[src/rtl/host_read_port.sv]
`timescale 1ns/1ps
// -----------------------------------------------------------------------------
// host_read_port
//
// Responds to host bus read cycles. The host strobes are asynchronous, so each
// one is synchronised first. A read of the VRAM window fetches the addressed
// byte through the VRAM host-read port. A read of the bank register returns
// the current bank number. The byte is then presented for the top level to
// drive onto the host data bus. This block is the read-direction counterpart
// of the host write path, which owns bankReg.
//
// Ports
//   clk            dot clock
//   nrst           asynchronous active-low reset
//   hostBusAddr    host address within the current bank (stable while strobed)
//   nHostRMEM      host read strobe, active low, asynchronous
//   nHostWMEM      host write strobe, active low, asynchronous
//   nHostVRAMEn    VRAM window select, active low, asynchronous
//   nHostBankRegEn bank register select, active low, asynchronous
//   bankReg        current bank number from the write path
//   hostRdAddr     VRAM read address {bankReg, hostBusAddr}, held between reads
//   hostRdReq      one-cycle VRAM read request
//   hostData       VRAM read data, valid RD_LATENCY clocks after hostRdReq
//   hostRdData     byte to drive onto the host data bus
//   hostRdDataOE   1 = top level drives the host data bus with hostRdData
//   hostBusDir     transceiver direction: 1 = host to FPGA, 0 = FPGA to host
// -----------------------------------------------------------------------------
module host_read_port #(
  parameter int RD_LATENCY  = 1,  // 1..7
  parameter int SYNC_STAGES = 2   // 2..3
) (
  input  logic        clk,
  input  logic        nrst,
  input  logic [10:0] hostBusAddr,
  input  logic        nHostRMEM,
  input  logic        nHostWMEM,
  input  logic        nHostVRAMEn,
  input  logic        nHostBankRegEn,
  input  logic [1:0]  bankReg,
  output logic [12:0] hostRdAddr,
  output logic        hostRdReq,
  input  logic [7:0]  hostData,
  output logic [7:0]  hostRdData,
  output logic        hostRdDataOE,
  output logic        hostBusDir
);

  typedef enum logic [1:0] {
    IDLE  = 2'd0,
    FETCH = 2'd1,
    DRIVE = 2'd2
  } stateE;

  localparam logic [2:0] LAT_LOAD = 3'(RD_LATENCY);

  // Strobe vector order: {read, write, VRAM select, bank register select}
  logic [SYNC_STAGES-1:0][3:0] syncChain;
  logic [3:0]                  syncOut;

  logic  rd;
  logic  wr;
  logic  vramSel;
  logic  bankSel;
  logic  startCond;
  logic  prevStart;
  logic  startEdge;
  logic  releaseCond;
  stateE state;
  stateE nextState;
  logic [2:0] latCnt;

  // ---------------------------------------------------------------------------
  // Strobe synchronisers
  // ---------------------------------------------------------------------------
  // NOTE: the chains reset to all ones (strobes inactive) rather than zero, so
  // a strobe still held low when reset releases shows up as a fresh edge.
  // NOTE: sequential state is written with non-blocking assignments only, so
  // every stage samples its predecessor's value from before the clock edge.
  always_ff @(posedge clk or negedge nrst) begin
    if (!nrst) begin
      syncChain <= '1;
    end else begin
      syncChain <= {syncChain[SYNC_STAGES-2:0],
                    {nHostRMEM, nHostWMEM, nHostVRAMEn, nHostBankRegEn}};
    end
  end

  assign syncOut = syncChain[SYNC_STAGES-1];
  assign rd      = ~syncOut[3];
  assign wr      = ~syncOut[2];
  assign vramSel = ~syncOut[1];
  assign bankSel = ~syncOut[0];

  // A read with a simultaneous write strobe is a bus conflict and is ignored.
  assign startCond   = rd & ~wr & (vramSel | bankSel);
  assign releaseCond = ~rd | ~(vramSel | bankSel);

  // Edge detection: a held strobe starts exactly one access.
  always_ff @(posedge clk or negedge nrst) begin
    if (!nrst) begin
      prevStart <= 1'b0;
    end else begin
      prevStart <= startCond;
    end
  end

  assign startEdge = startCond & ~prevStart;

  // ---------------------------------------------------------------------------
  // FSM: state register
  // ---------------------------------------------------------------------------
  always_ff @(posedge clk or negedge nrst) begin
    if (!nrst) begin
      state <= IDLE;
    end else begin
      state <= nextState;
    end
  end

  // ---------------------------------------------------------------------------
  // FSM: next-state logic
  // ---------------------------------------------------------------------------
  // NOTE: nextState gets its default before the case, so no path through this
  // block leaves it unassigned and no latch is inferred.
  always_comb begin
    nextState = state;
    case (state)
      IDLE: begin
        // VRAM select wins when both selects are asserted.
        if (startEdge) begin
          nextState = vramSel ? FETCH : DRIVE;
        end
      end
      FETCH: begin
        if (latCnt == 3'd0) begin
          nextState = DRIVE;
        end
      end
      DRIVE: begin
        if (releaseCond) begin
          nextState = IDLE;
        end
      end
      default: nextState = IDLE;
    endcase
  end

  // ---------------------------------------------------------------------------
  // FSM: registered outputs and datapath
  // ---------------------------------------------------------------------------
  always_ff @(posedge clk or negedge nrst) begin
    if (!nrst) begin
      hostRdAddr   <= '0;
      hostRdReq    <= 1'b0;
      hostRdData   <= '0;
      hostRdDataOE <= 1'b0;
      hostBusDir   <= 1'b1;
      latCnt       <= '0;
    end else begin
      hostRdReq <= 1'b0;
      case (state)
        IDLE: begin
          if (startEdge) begin
            if (vramSel) begin
              hostRdAddr <= {bankReg, hostBusAddr};
              hostRdReq  <= 1'b1;
              latCnt     <= LAT_LOAD;
            end else begin
              hostRdData   <= {6'b0, bankReg};
              hostRdDataOE <= 1'b1;
              hostBusDir   <= 1'b0;
            end
          end
        end
        FETCH: begin
          if (latCnt == 3'd0) begin
            // Data is always captured. If the host has already let go, the bus
            // is never turned around and DRIVE exits on the following cycle.
            hostRdData   <= hostData;
            hostRdDataOE <= ~releaseCond;
            hostBusDir   <= releaseCond;
          end else begin
            latCnt <= latCnt - 3'd1;
          end
        end
        DRIVE: begin
          if (releaseCond) begin
            hostRdDataOE <= 1'b0;
            hostBusDir   <= 1'b1;
          end
        end
        default: ;
      endcase
    end
  end

endmodule

[config.mk]
export PLATFORM = sky130hd
export DESIGN_NAME = host_read_port
export DESIGN_NICKNAME = d
export VERILOG_FILES = /design/src/rtl/host_read_port.sv
export SDC_FILE = /design/constraint.sdc
export NUM_CORES = 1
export LEC_CHECK = 0
export CORE_ASPECT_RATIO = 0.7
export CORE_UTILIZATION = 45
export CTS_CLUSTER_DIAMETER = 120
export DETAILED_ROUTE_END_ITERATION = 12
export PLACE_DENSITY = 0.78
export SYNTH_ARGS = -nofsm -noshare
export SYNTH_HDL_FRONTEND = slang
export SYNTH_SLANG_ARGS = --single-unit
[constraint.sdc]
create_clock -name clk -period 2.7 [get_ports clk]
set_clock_uncertainty 0.2 [all_clocks]
set_input_delay 0.81 -clock clk [delete_from_list [all_inputs] [get_ports clk]]
set_output_delay 0.81 -clock clk [all_outputs]
set_load 0.005 [all_outputs]
==> results.py <==
metrics = {
    "pwr": {
        "power.density_nw_per_um2": 970,
        "finalPower_w": 0.00219,
        "p_leak_nw": 0.968,
        "ir_drop_mv": 0.521,
    },
    "synthesis": {
        "synth_common_cells": "29 x dfrtp_1, 15 x mux2_2, 9 x a21oi_1, 9 x a22o_1, 9 x dfstp_2",
        "synth_top_flop_cell": "dfrtp_1",
        "synth-seq-area-share_pct": 59.4,
        "netlist_top_cells_area": "dfrtp_1 45%, dfstp_2 15%, mux2_2 10%",
        "synth.most_common_cell": "dfrtp_1",
        "synth_cells": 122,
        "synthArstFlopShare_pct": 100,
        "ys.warnings.count": 0,
        "synth.cell_area_sq_um": 1620,
        "synth_top_area_share_pct": 44.8,
        "ys_seq_elements": 38,
        "synth_edf_count": 0,
        "synth_cell_type_count": 27,
        "postSynthAreaPerCell_sq_um": 13.3,
        "synth_nets": 155,
        "yosysTopAreaCell": "dfrtp_1",
    },
    "worst_setup_path": {
        "path_cells": "or3b_4 -> or3b_4 -> a22o_1 -> mux2_4",
        "worstSetupStartpoint": "syncOut[2]",
        "critPathRequiredTime_ps": 2670,
        "cp.buffers_inverters": 0,
        "r2r-start": "syncOut[2]",
        "cpLargestDelayFamily": "simple AND/OR/NAND/NOR gates",
        "rrSetupSlack_ps": 340,
        "cp_slowest_cell": "dfstp_2",
        "cp_max_fo": 8,
        "critical_path_class": "reg -> reg",
        "worstPathArrival_ps": 2340,
        "crit_path_start_kind": "flip-flop",
        "end_kind": "flip-flop",
        "slowest_delay_ps": 530,
        "crit_top_cell": "or3b_4",
    },
    "clocking": {
        "post-cts-setup-buffer-count": 0,
        "cts_resized": 0,
        "postCtsHoldBufs": 0,
        "cts_tree": "yes",
        "numClockSinks": 38,
        "h-tree-depth": 2,
        "clk_path_buf_depth": 2,
        "clock-root-buffer": "clkbuf_8",
        "cts.clk_slew.worst_paths_ps": 70,
        "cts_made_buffers": 5,
        "clk_latency_ps": 280,
    },
    "global_route": {
        "grt_pass1_vias": 1153,
        "globalRouteTotalUtil_pct": 17.8,
        "antenna_found_initial": 0,
        "grt_max_degree": 39,
        "overflow": 0,
        "grt_pass1_wl_um": 5020,
    },
    "detailed_routing": {
        "drt_iter0_drc": 50,
        "via_per_inst": 5.13,
        "drt_wl_total_um": 3010,
        "vias": 1143,
        "postRouteAntennaNets": 0,
        "detail_route.wl_per_cell_um": 13.5,
        "dr.pass1.iters": 4,
        "drc": 0,
    },
    "finish": {
        "n_antenna_cell": 0,
        "nets": 208,
        "final_cells": 223,
        "layout-drive-gt1-share_pct": 21.0,
        "final_util_pct": 68.6,
        "area_growth_pct": 39.5,
    },
    "floorplanning": {
        "row_count": 17,
        "die_y_um": 52.2,
        "die_w_um": 73.7,
        "start_util_pct": 49.1,
        "coreArea_sq_um": 3300,
        "dieArea_sq_um": 3850,
        "ios": 51,
    },
    "sta": {
        "finalHoldViolations": 0,
        "min_period_ps": 2360,
        "fin_crit_sh_pct": 87.5,
        "max_freq_ghz": 0.423,
        "tightest_slew_ps": 782,
        "setup_slack_ps": 336,
        "slew_headroom_pct": 47.9,
        "rsz0062_at_grt": "false",
        "setup_viol": 0,
        "setup_tns_ps": 0,
        "final_max_slew_viol_count": 0,
    },
    "placement": {
        "dp_hpwl_um": 2180,
        "place.gp.congestion": 0.807,
        "place_ws_ps": 341,
        "placed_cells": 215,
        "numPortBuffers": 50,
    },
    "run": {
        "cap_violations": 0,
    },
    "min_path": {
        "hold_path_class": "reg -> reg",
        "hp-start": "syncChain[2]",
    },
    "run_status": {
        "status": "complete, no violations",
    },
}
cells by family (layout without fill, tap and decap cells):
family                   Yosys count  after routing  synth area share (%)
AO/OA/AOI/OAI                     33             33                  14.8
adder cells (fa/ha/maj)            6              6                  4.63
buffers and inverters             11             65                  3.01
flip-flops                        38             38                  59.4
multiplexers                      17             17                  12.3
AND/OR/NAND/NOR                   17             17                  5.87
power breakdown:
| part | leakage (nW) | internal (W) | switching [W] |
|---|---|---|---|
| combinational | 0.457 | 0.000534 | 0.000361 |
| clock | 0.0579 | 0.000271 | 0.000184 |
| sequential | 0.453 | 0.000747 | 0.0000958 |
| total | 0.968 | 0.00155 | 0.000640 |
state kept, by name (all words and copies together), names as in the netlist, 2 cells and up:
register and flops:
syncOut 4, state 2, latCnt 3, syncChain 4
hostRdData 8, hostRdAddr 13
layout by cell type, fill, tap and decap left out, types with 2 or more instances in the layout:
cell type	n
nor2b_1	2
a21oi_1	9
or3b_4	2
clkdlybuf4s50_1	49
clkinv_2	2
o21ai_0	2
o31ai_1	2
inv_1	7
ha_1	6
a21o_1	2
mux2_4	2
o21a_1	2
nand2_1	5
clkbuf_8	5
dfstp_2	9
a22o_1	9
nand2b_1	4
mux2_2	15
dfrtp_1	29
nor2_1	3
stage by stage:
step,area [sq um],hold WS (ps)
3_5_place_dp,2150,148
4_1_cts,2260,159
5_1_grt,2260,164
2_1_floorplan,1620,145
6_report,2260,158
3_3_place_gp,2150,146
per-layer routing:
layer	track usage (%)	vias up	part of all wire, %
met1	23.0	548	46
li1	-	544	-
met5	0	-	0
met4	5.77	0	1.1
met2	28.9	46	45
met3	5.38	5	7.5
path summary, 6_finish.rpt:
path,endpoint,depth (start not counted)
setup / recovery,hostRdData[0],4
hold / removal,syncOut[2],0
setup reg to reg,hostRdData[0],4
hold reg to reg,syncOut[2],0
max in group asynchronous,hostRdAddr[8],1
min in group asynchronous,hostRdData[2],1
area by class of cell:
cell class	instances	area [sq um]
multi-input combinational	73	609
inverter	7	26.3
sequential	38	962
clock inverter	3	40.0
tap	47	58.8
fill	239	1040
timing repair buffer	50	495
clock buffer	5	68.8
Note: power is estimated with default switching activity, not from simulation.
